## config.mk

```make
export PLATFORM = sky130hd
export DESIGN_NAME = rx_stream_arbiter
export DESIGN_NICKNAME = d
export VERILOG_FILES = /design/src/rtl/rx_stream_arbiter.sv
export SDC_FILE = /design/constraint.sdc
export NUM_CORES = 1
export LEC_CHECK = 0
export CAP_MARGIN = 20
export CELL_PAD_IN_SITES_DETAIL_PLACEMENT = 1
export CELL_PAD_IN_SITES_GLOBAL_PLACEMENT = 2
export CORE_ASPECT_RATIO = 1.5
export CORE_MARGIN = 1
export CORE_UTILIZATION = 31
export CTS_CLUSTER_SIZE = 30
export DETAILED_ROUTE_END_ITERATION = 8
export PLACE_DENSITY = 0.77
export SETUP_SLACK_MARGIN = 0.02
export SLEW_MARGIN = 20
export SYNTH_ARGS = -nofsm -noshare
export SYNTH_HDL_FRONTEND = slang
export SYNTH_SLANG_ARGS = --single-unit
```

## constraint.sdc

```tcl
create_clock -name clock -period 1.5 [get_ports clock]
set_clock_uncertainty 0.05 [all_clocks]
set_input_delay 0.15 -clock clock [delete_from_list [all_inputs] [get_ports clock]]
set_output_delay 0.15 -clock clock [all_outputs]
set_load 0.1 [all_outputs]
```

## src/rtl/rx_stream_arbiter.sv

```systemverilog
// Merges the sample streams of NUM_RX receiver chains into one valid/ready output stream.
// Each chain has a one-deep holding register, and the chains are granted in round-robin order.
module rx_stream_arbiter #(
   parameter int NUM_RX = 2,
   parameter int DATA_W = 24,
   parameter int CH_W   = 3
) (
   input  logic                     clock,
   input  logic                     reset_n,
   input  logic [NUM_RX-1:0]        rx_strobe,
   input  logic [NUM_RX*DATA_W-1:0] rx_data_I,
   input  logic [NUM_RX*DATA_W-1:0] rx_data_Q,
   output logic                     out_valid,
   input  logic                     out_ready,
   output logic [CH_W-1:0]          out_channel,
   output logic [7:0]               out_seq,
   output logic [DATA_W-1:0]        out_I,
   output logic [DATA_W-1:0]        out_Q,
   output logic [NUM_RX-1:0]        overrun,
   input  logic                     clear_overrun
);

   typedef enum logic {S_EMPTY, S_FULL} out_state_t;

   out_state_t        state;
   logic [NUM_RX-1:0] pending;
   logic [DATA_W-1:0] hold_I   [NUM_RX];
   logic [DATA_W-1:0] hold_Q   [NUM_RX];
   logic [7:0]        hold_seq [NUM_RX];
   logic [7:0]        seq_cnt  [NUM_RX];
   logic [CH_W-1:0]   rr_ptr;

   logic              do_grant;
   logic              gnt_found;
   logic [CH_W-1:0]   gnt_idx;
   logic [DATA_W-1:0] sel_I;
   logic [DATA_W-1:0] sel_Q;
   logic [7:0]        sel_seq;

   // Round-robin search: first look at channels at or above rr_ptr, then wrap to the bottom.
   always_comb begin
      gnt_found = 1'b0;
      gnt_idx   = '0;
      for (int j = 0; j < NUM_RX; j++) begin
         if (!gnt_found && pending[j] && (CH_W'(j) >= rr_ptr)) begin
            gnt_found = 1'b1;
            gnt_idx   = CH_W'(j);
         end
      end
      for (int j = 0; j < NUM_RX; j++) begin
         if (!gnt_found && pending[j]) begin
            gnt_found = 1'b1;
            gnt_idx   = CH_W'(j);
         end
      end
   end

   always_comb begin
      sel_I   = '0;
      sel_Q   = '0;
      sel_seq = '0;
      for (int j = 0; j < NUM_RX; j++) begin
         if (CH_W'(j) == gnt_idx) begin
            sel_I   = hold_I[j];
            sel_Q   = hold_Q[j];
            sel_seq = hold_seq[j];
         end
      end
   end

   assign do_grant = gnt_found && ((state == S_EMPTY) || out_ready);

   // Output register FSM. A grant while FULL and ready gives back-to-back beats.
   always_ff @(posedge clock or negedge reset_n) begin
      if (!reset_n) begin
         state       <= S_EMPTY;
         out_valid   <= 1'b0;
         out_channel <= '0;
         out_seq     <= '0;
         out_I       <= '0;
         out_Q       <= '0;
         rr_ptr      <= '0;
      end else begin
         if (do_grant) begin
            state       <= S_FULL;
            out_valid   <= 1'b1;
            out_channel <= gnt_idx;
            out_seq     <= sel_seq;
            out_I       <= sel_I;
            out_Q       <= sel_Q;
            rr_ptr      <= (gnt_idx == CH_W'(NUM_RX - 1)) ? '0 : gnt_idx + 1'b1;
         end else if ((state == S_FULL) && out_ready) begin
            state     <= S_EMPTY;
            out_valid <= 1'b0;
         end
      end
   end

   // Per-chain capture. A strobe on a granted channel is a collision, not an overrun.
   always_ff @(posedge clock or negedge reset_n) begin
      if (!reset_n) begin
         pending <= '0;
         overrun <= '0;
         for (int k = 0; k < NUM_RX; k++) begin
            hold_I[k]   <= '0;
            hold_Q[k]   <= '0;
            hold_seq[k] <= '0;
            seq_cnt[k]  <= '0;
         end
      end else begin
         for (int k = 0; k < NUM_RX; k++) begin
            if (rx_strobe[k]) begin
               hold_I[k]   <= rx_data_I[k*DATA_W +: DATA_W];
               hold_Q[k]   <= rx_data_Q[k*DATA_W +: DATA_W];
               hold_seq[k] <= seq_cnt[k];
               seq_cnt[k]  <= seq_cnt[k] + 8'd1;
               pending[k]  <= 1'b1;
            end else if (do_grant && (gnt_idx == CH_W'(k))) begin
               pending[k] <= 1'b0;
            end
            overrun[k] <= (rx_strobe[k] && pending[k] && !(do_grant && (gnt_idx == CH_W'(k))))
                          || (overrun[k] && !clear_overrun);
         end
      end
   end

endmodule

```

==> results of run 1 <==
==> layout make-up <==
cell class / count / area, sq um
repair buffers: 191 / 2590
flip-flops and latches: 191 / 4780
well taps: 324 / 405
clock buffers: 17 / 425
inverters: 4 / 15.0
clock inverters: 15 / 150
multi-input cells: 332 / 2700
diodes: 1 / 2.50
fillers: 2440 / 13400
==> cells in the final DEF (no fill, tap or decap), types with 2 or more instances in the layout <==
cell type        netlist  routed
nand4_1                6       6
clkbuf_16              0      17
inv_6                  0       5
inv_1                  4       4
inv_8                  0       2
a221o_1               56      56
buf_12                 0      72
clkdlybuf4s50_1        0      98
and3_1                 2       2
nor2_1                 3       3
ha_1                   2       2
buf_2                 22       2
xor2_1                 6       6
clkinvlp_4             0       3
nor3_1                58      58
nand2_1               64      64
xnor2_1                8       8
o22ai_1                2       2
dfrtp_1              191     189
clkinv_4               0       3
mux2_2               114     114
buf_4                  6      16
conb_1                 1       2
==> critical path, delay by kind of cell, from the launching register on <==
kind	cells	cell delay (ps)
flip-flops	1	490
buffers and inverters	1	180
AND/OR/NAND/NOR	1	170
AO/OA/AOI/OAI	2	540
==> final timing paths <==
kind | start | to | slack [ps] | cells after the start
min in group asynchronous | reset_n | hold_I[4] | 130 | 2
worst min register to register | seq_cnt[15] | seq_cnt[15] | 430 | 1
worst max-delay path | state | out_Q[23] | -70 | 4
worst min-delay path | rx_strobe[1] | seq_cnt[3] | 110 | 3
max in group asynchronous | reset_n | hold_I[37] | 630 | 3
worst max register to register | state | out_Q[23] | -70 | 4
==> what timing repair did <==
action / in CTS / in global routing
hold endpoints to repair: 191 / 0
gates cloned: 0 / 0
setup endpoints to repair: 56 / 57
pin swaps: 1 / 0
hold buffers: 1 / 0
resized for setup: 0 / 1
==> per-layer routing <==
metal	part of all wire [%]	wire length (um)	vias to the layer above	global-route usage [%]
met5	0	0	-	0
met4	3.2	677	0	8.24
met2	56	11900	101	32.1
met1	39	8290	2830	19.8
met3	2.5	533	35	3.20
li1	-	-	2404	-
==> sequential cells by signal, summed over array words and instances (netlist names) <==
name         count
out_seq          8
rr_ptr           1
overrun          2
hold_I          48
out_Q           24
seq_cnt         16
state            1
out_channel      1
hold_Q          48
hold_seq        16
pending          2
out_I           24
==> power by group <==
part	internal, uW	total [uW]	switching, uW
sequential	6340	7580	1240
clock	2340	4480	2140
combinational	3690	9490	5800
==> kinds of logic after synthesis <==
logic type	count (synthesis)	share of synthesized area (%)
XOR/XNOR	14	1.58
AND/OR/NAND/NOR	136	7.92
buffers and inverters	52	3.65
adder cells (fa/ha/maj)	2	0.323
flip-flops	191	61.7
AO/OA/AOI/OAI	64	8.26
multiplexers	114	16.6
other	1	0.0484
==> per-stage QoR <==
stage / TNS, ps / hold WS [ps] / total power [uW] / utilization (%)
after global routing: -4030 / 119 / 22400 / 45.3
after CTS: -2050 / 94.6 / 21800 / 45.3
after global placement: -8420 / 53.2 / 17000 / 42.9
after floorplan: -13000 / -196 / 13100 / -
final: -1830 / 107 / 21500 / 45.3
after detailed placement: -10700 / 59.3 / 17200 / 42.9
==> flow_summary.toml, run 1 <==
[status]
outcome = "complete, but fails checks"
violations = "negative setup slack"

[finish]
synthToLayoutAreaGrowth_pct = 42.9
fin_nets = 841
drive_above_1_share_pct = 32.7
final_area_sq_mm = 0.0111
final_cells = 1075

[timing]
rsz0062_at_grt = "yes"
hold_viol = 0
worst_slack_ps = -66.7
setup_viol = 56
post-route-period-util_pct = 104
slew_viol_final = 0
period_needed_ps = 1570
max_freq_ghz = 0.638

[power]
p_per_area_mw_per_mm2 = 1950
max-vdd-ir-drop_v = 0.00130
p_leak_uw = 0.00476

[die]
core_area_sq_mm = 0.0244
chipWidth_um = 131
start_util_pct = 31.7
dieArea_sq_mm = 0.0257
die_y_um = 196
num_rows = 70
ios = 164

[yosys]
synthTopCellsByCount = "dfrtp_1 (191), mux2_2 (114), nand2_1 (64), nor3_1 (58), a221o_1 (56)"
synth_seq_area_share_pct = 61.7
synth_top_area_share_pct = 61.7
syn-cell-area_sq_mm = 0.00775
yosys.area.top_type = "dfrtp_1"
synth.avg_cell_area_sq_um = 13.5
synth_area_leaders = "dfrtp_1 (62%), mux2_2 (17%), a221o_1 (7.2%), nor3_1 (3.7%), nand2_1 (3.1%)"
yosys_warnings = 0
synthDistinctLibCells = 28
ys_ff_latch = 191
synth_ff_type = "dfrtp_1"
synthCells = 574
synthArstFlopShare_pct = 100
synth_most_common_cell = "dfrtp_1"
synth-edff-count = 0

[global_routing]
overflow = 0
grt_pass1_vias = 6196
grt_use_total_pct = 17.6
grt_pass1_wl_um = 34800
antenna_found_initial = 1
grt_max_degree = 52

[route]
drt-total-wl_um = 21300
dr.pass1.iters = 4
wl_per_cell_um = 19.9
dr_total_vias = 5370
via_per_inst = 5.00
ant_nets = 0
drtIter0Drc = 201
drcViolationCount = 0

[clock_tree]
htree_levels = 4
ctsLongestPathBuffers = 2
clock_latency_ps = 430
root_buffer = "clkbuf_16"
cts_tree = "yes"
post-cts-setup-buffers = 0
cts.sinks = 191
clk_pin_slew_ps = 70
cts_buffers = 17

[placement]
dpl_cell_area_sq_mm = 0.0105
gp_congestion = 0.750
io_buffers = 161
place_ws_ps = -221
hpwl_um = 15000
post-place-cells = 1041

[critical_path]
max_stage_delay_ps = 490
worst_ep_required_time_ps = 1770
startpoint_type = "flip-flop"
cp_cell_sequence = "nor2b_4 > o21bai_4 > buf_12 > a221o_1"
slowest_stage = "dfrtp_4"
cp_max_fo = 28
critPathCaptureType = "flip-flop"
path_class = "reg -> reg"
cp.arrival_ps = 1830

[min_path]
hold_path.class = "in -> reg"

[flow_run]
maxCapViolCount = 0
Note: power is estimated with default switching activity, not from simulation.
==> inputs of run 2 (changes only) <==
TNS_END_PERCENT = 20   (was not set)
==> run 2 against run 1 <==
Effect of this change: the flow still finishes with violations (negative setup slack); routed wire length increased by 2.0%; die area stayed put; clock power shrank 0.9%; final area about the same; maximum frequency about the same; global-route usage rose by 0.38 points; clock-buffer cell count up 2; register-to-register slack hardly changed; sequential share of layout area about the same; first-iteration DRC count rose by 18%; setup slack improved by 1.3 ps; final cell count barely moved; critical endpoint is now out_Q[10]; largest power group unchanged; highest routed layer unchanged.
==> flow_summary.toml, run 2 (synthesis results as in run 1) <==
[die]
dieArea_sq_mm = 0.0257
num_rows = 70
core_area_sq_mm = 0.0244
start_util_pct = 31.7
die_y_um = 196
chipWidth_um = 131
ios = 164

[finish]
fillers = 2425
layout_commonest_cell = "dfrtp_1"
final_area_sq_mm = 0.0111
drive_above_1_share_pct = 32.5
layout_common_cells = "dfrtp_1 (189), mux2_2 (114), clkdlybuf4s50_1 (98)"
reg.largest.list = "hold_I: 48 flops, hold_Q: 48 flops"
final_util_pct = 45.4
fin_nets = 842
synthToLayoutAreaGrowth_pct = 43.0

[timing]
post-route-period-util_pct = 104
slew_viol_final = 0
worst_slack_ps = -65.3
hold_viol = 0
setup_viol = 56
max_freq_ghz = 0.639
rsz0062_at_grt = "yes"
period_needed_ps = 1570

[flow_run]
maxCapViolCount = 0

[global_routing]
overflow = 0
antenna_found_initial = 1
grt_pass1_vias = 6174
grt_max_degree = 48
grt_use_total_pct = 18.0
grt_pass1_wl_um = 35000

[status]
outcome = "complete, but fails checks"
violations = "negative setup slack"

[clock_tree]
cts_buffers = 17
post-cts-setup-buffers = 0
root_buffer = "clkbuf_16"
clk_pin_slew_ps = 70
ctsLongestPathBuffers = 2
htree_levels = 4
clock_latency_ps = 430
cts.sinks = 191
cts_tree = "yes"

[route]
dr_total_vias = 5362
dr.pass1.iters = 4
wl_per_cell_um = 20.2
drcViolationCount = 0
drtIter0Drc = 237
via_per_inst = 4.98
ant_nets = 0
drt-total-wl_um = 21800

[min_path]
hold_path_end = "seq_cnt[11]"
hp-start = "rx_strobe[0]"
hold_path.class = "in -> reg"
whs_path_depth = 3

[power]
p_leak_uw = 0.00477
p_per_area_mw_per_mm2 = 1940
swShare_pct = 42.4
power.internal_uw = 12400
p_clk_share_pct = 20.6
power.total_uw = 21500
power_frac_comb_pct = 43.9
seqPwrFrac_pct = 35.4
switchingPower_uw = 9130
max-vdd-ir-drop_v = 0.00106

[critical_path]
worst_ep_required_time_ps = 1750
path_class = "reg -> reg"
cp_max_fo = 14
cp_cell_sequence = "nor2b_4 > o21bai_4 > buf_12 > a221o_1"
critPathCaptureType = "flip-flop"
reg2reg_from = "state"
r2r_slack_ps = -70
slowest_stage = "dfrtp_4"
startpoint_type = "flip-flop"
cp.arrival_ps = 1820
max_stage_delay_ps = 480
rr_endpoint = "out_Q[10]"
r2r_cells = 4

[placement]
gp_congestion = 0.765
dpl_cell_area_sq_mm = 0.0105
io_buffers = 161
place_ws_ps = -206
hpwl_um = 15900
==> run 2: cell count changes in the layout (fill, tap and decap cells not counted), sizes merged <==
cell / change
inv: -1
clkinv: +1
clkbuf: +2
clkinvlp: -2
buf: +1
==> run 2: how the worst max path moves through the flow <==
stage	start	endpoint	slack, ps	cells past startpoint
3_3_place_gp	out_ready	out_I[19]	-150	5
5_1_grt	state	out_Q[10]	-100	4
3_5_place_dp	out_ready	out_I[10]	-210	5
2_1_floorplan	state	out_I[22]	-280	6
6_report	state	out_Q[10]	-70	4
4_1_cts	state	out_Q[10]	-80	4
==> run 2: worst max-delay path, delay by kind of cell, from the launching register on <==
| kind | cells | cell delay (ps) |
|---|---|---|
| compound gates | 2 | 560 |
| flops | 1 | 480 |
| buf+inv | 1 | 180 |
| simple gates | 1 | 160 |
==> run 2: cell type report <==
| cell class | count | area (sq um) | share of cell area, % |
|---|---|---|---|
| sequential | 191 | 4780 | 43.2 |
| multi-input combinational | 332 | 2700 | 24.4 |
| clock inverter | 13 | 129 | 1.16 |
| antenna | 1 | 2.50 | 0.0226 |
| timing repair buffer | 192 | 2600 | 23.5 |
| tap | 324 | 405 | 3.66 |
| inverter | 4 | 15.0 | 0.135 |
| clock buffer | 19 | 443 | 4.00 |
==> run 2: power by group through the flow <==
stage          combinational [uW]  clock, uW  sequential (uW)
3_5_place_dp                 9540          0             7710
4_1_cts                      9550       4560             7650
2_1_floorplan                1990          0            11100
3_3_place_gp                 9330          0             7650
5_1_grt                      9810       4760             7780
6_report                     9450       4440             7630
==> run 2: layer usage <==
metal | GRT usage [%] | up-vias | wire length [um]
li1 | - | 2416 | -
met1 | 19.5 | 2793 | 8140
met2 | 33.6 | 112 | 12300
met3 | 3.51 | 41 | 634
met4 | 8.02 | 0 | 690
met5 | 0 | - | 0
==> run 2: repair_timing <==
item	4_1_cts	5_1_grt
gates resized for setup	0	1
hold endpoints to repair	86	0
endpoints found under the setup margin	57	58
cloned	0	0
hold buffers	1	0
pin swaps	1	0
==> run 2: stage by stage <==
step | cells | setup TNS [ps] | hold slack [ps]
floorplan | 575 | -14210 | -196
global placement | 1042 | -8160 | 78.4
detailed placement | 1042 | -9100 | 83.6
CTS | 1075 | -1700 | 136
global route | 1076 | -3580 | 169
finish | 1076 | -1250 | 150
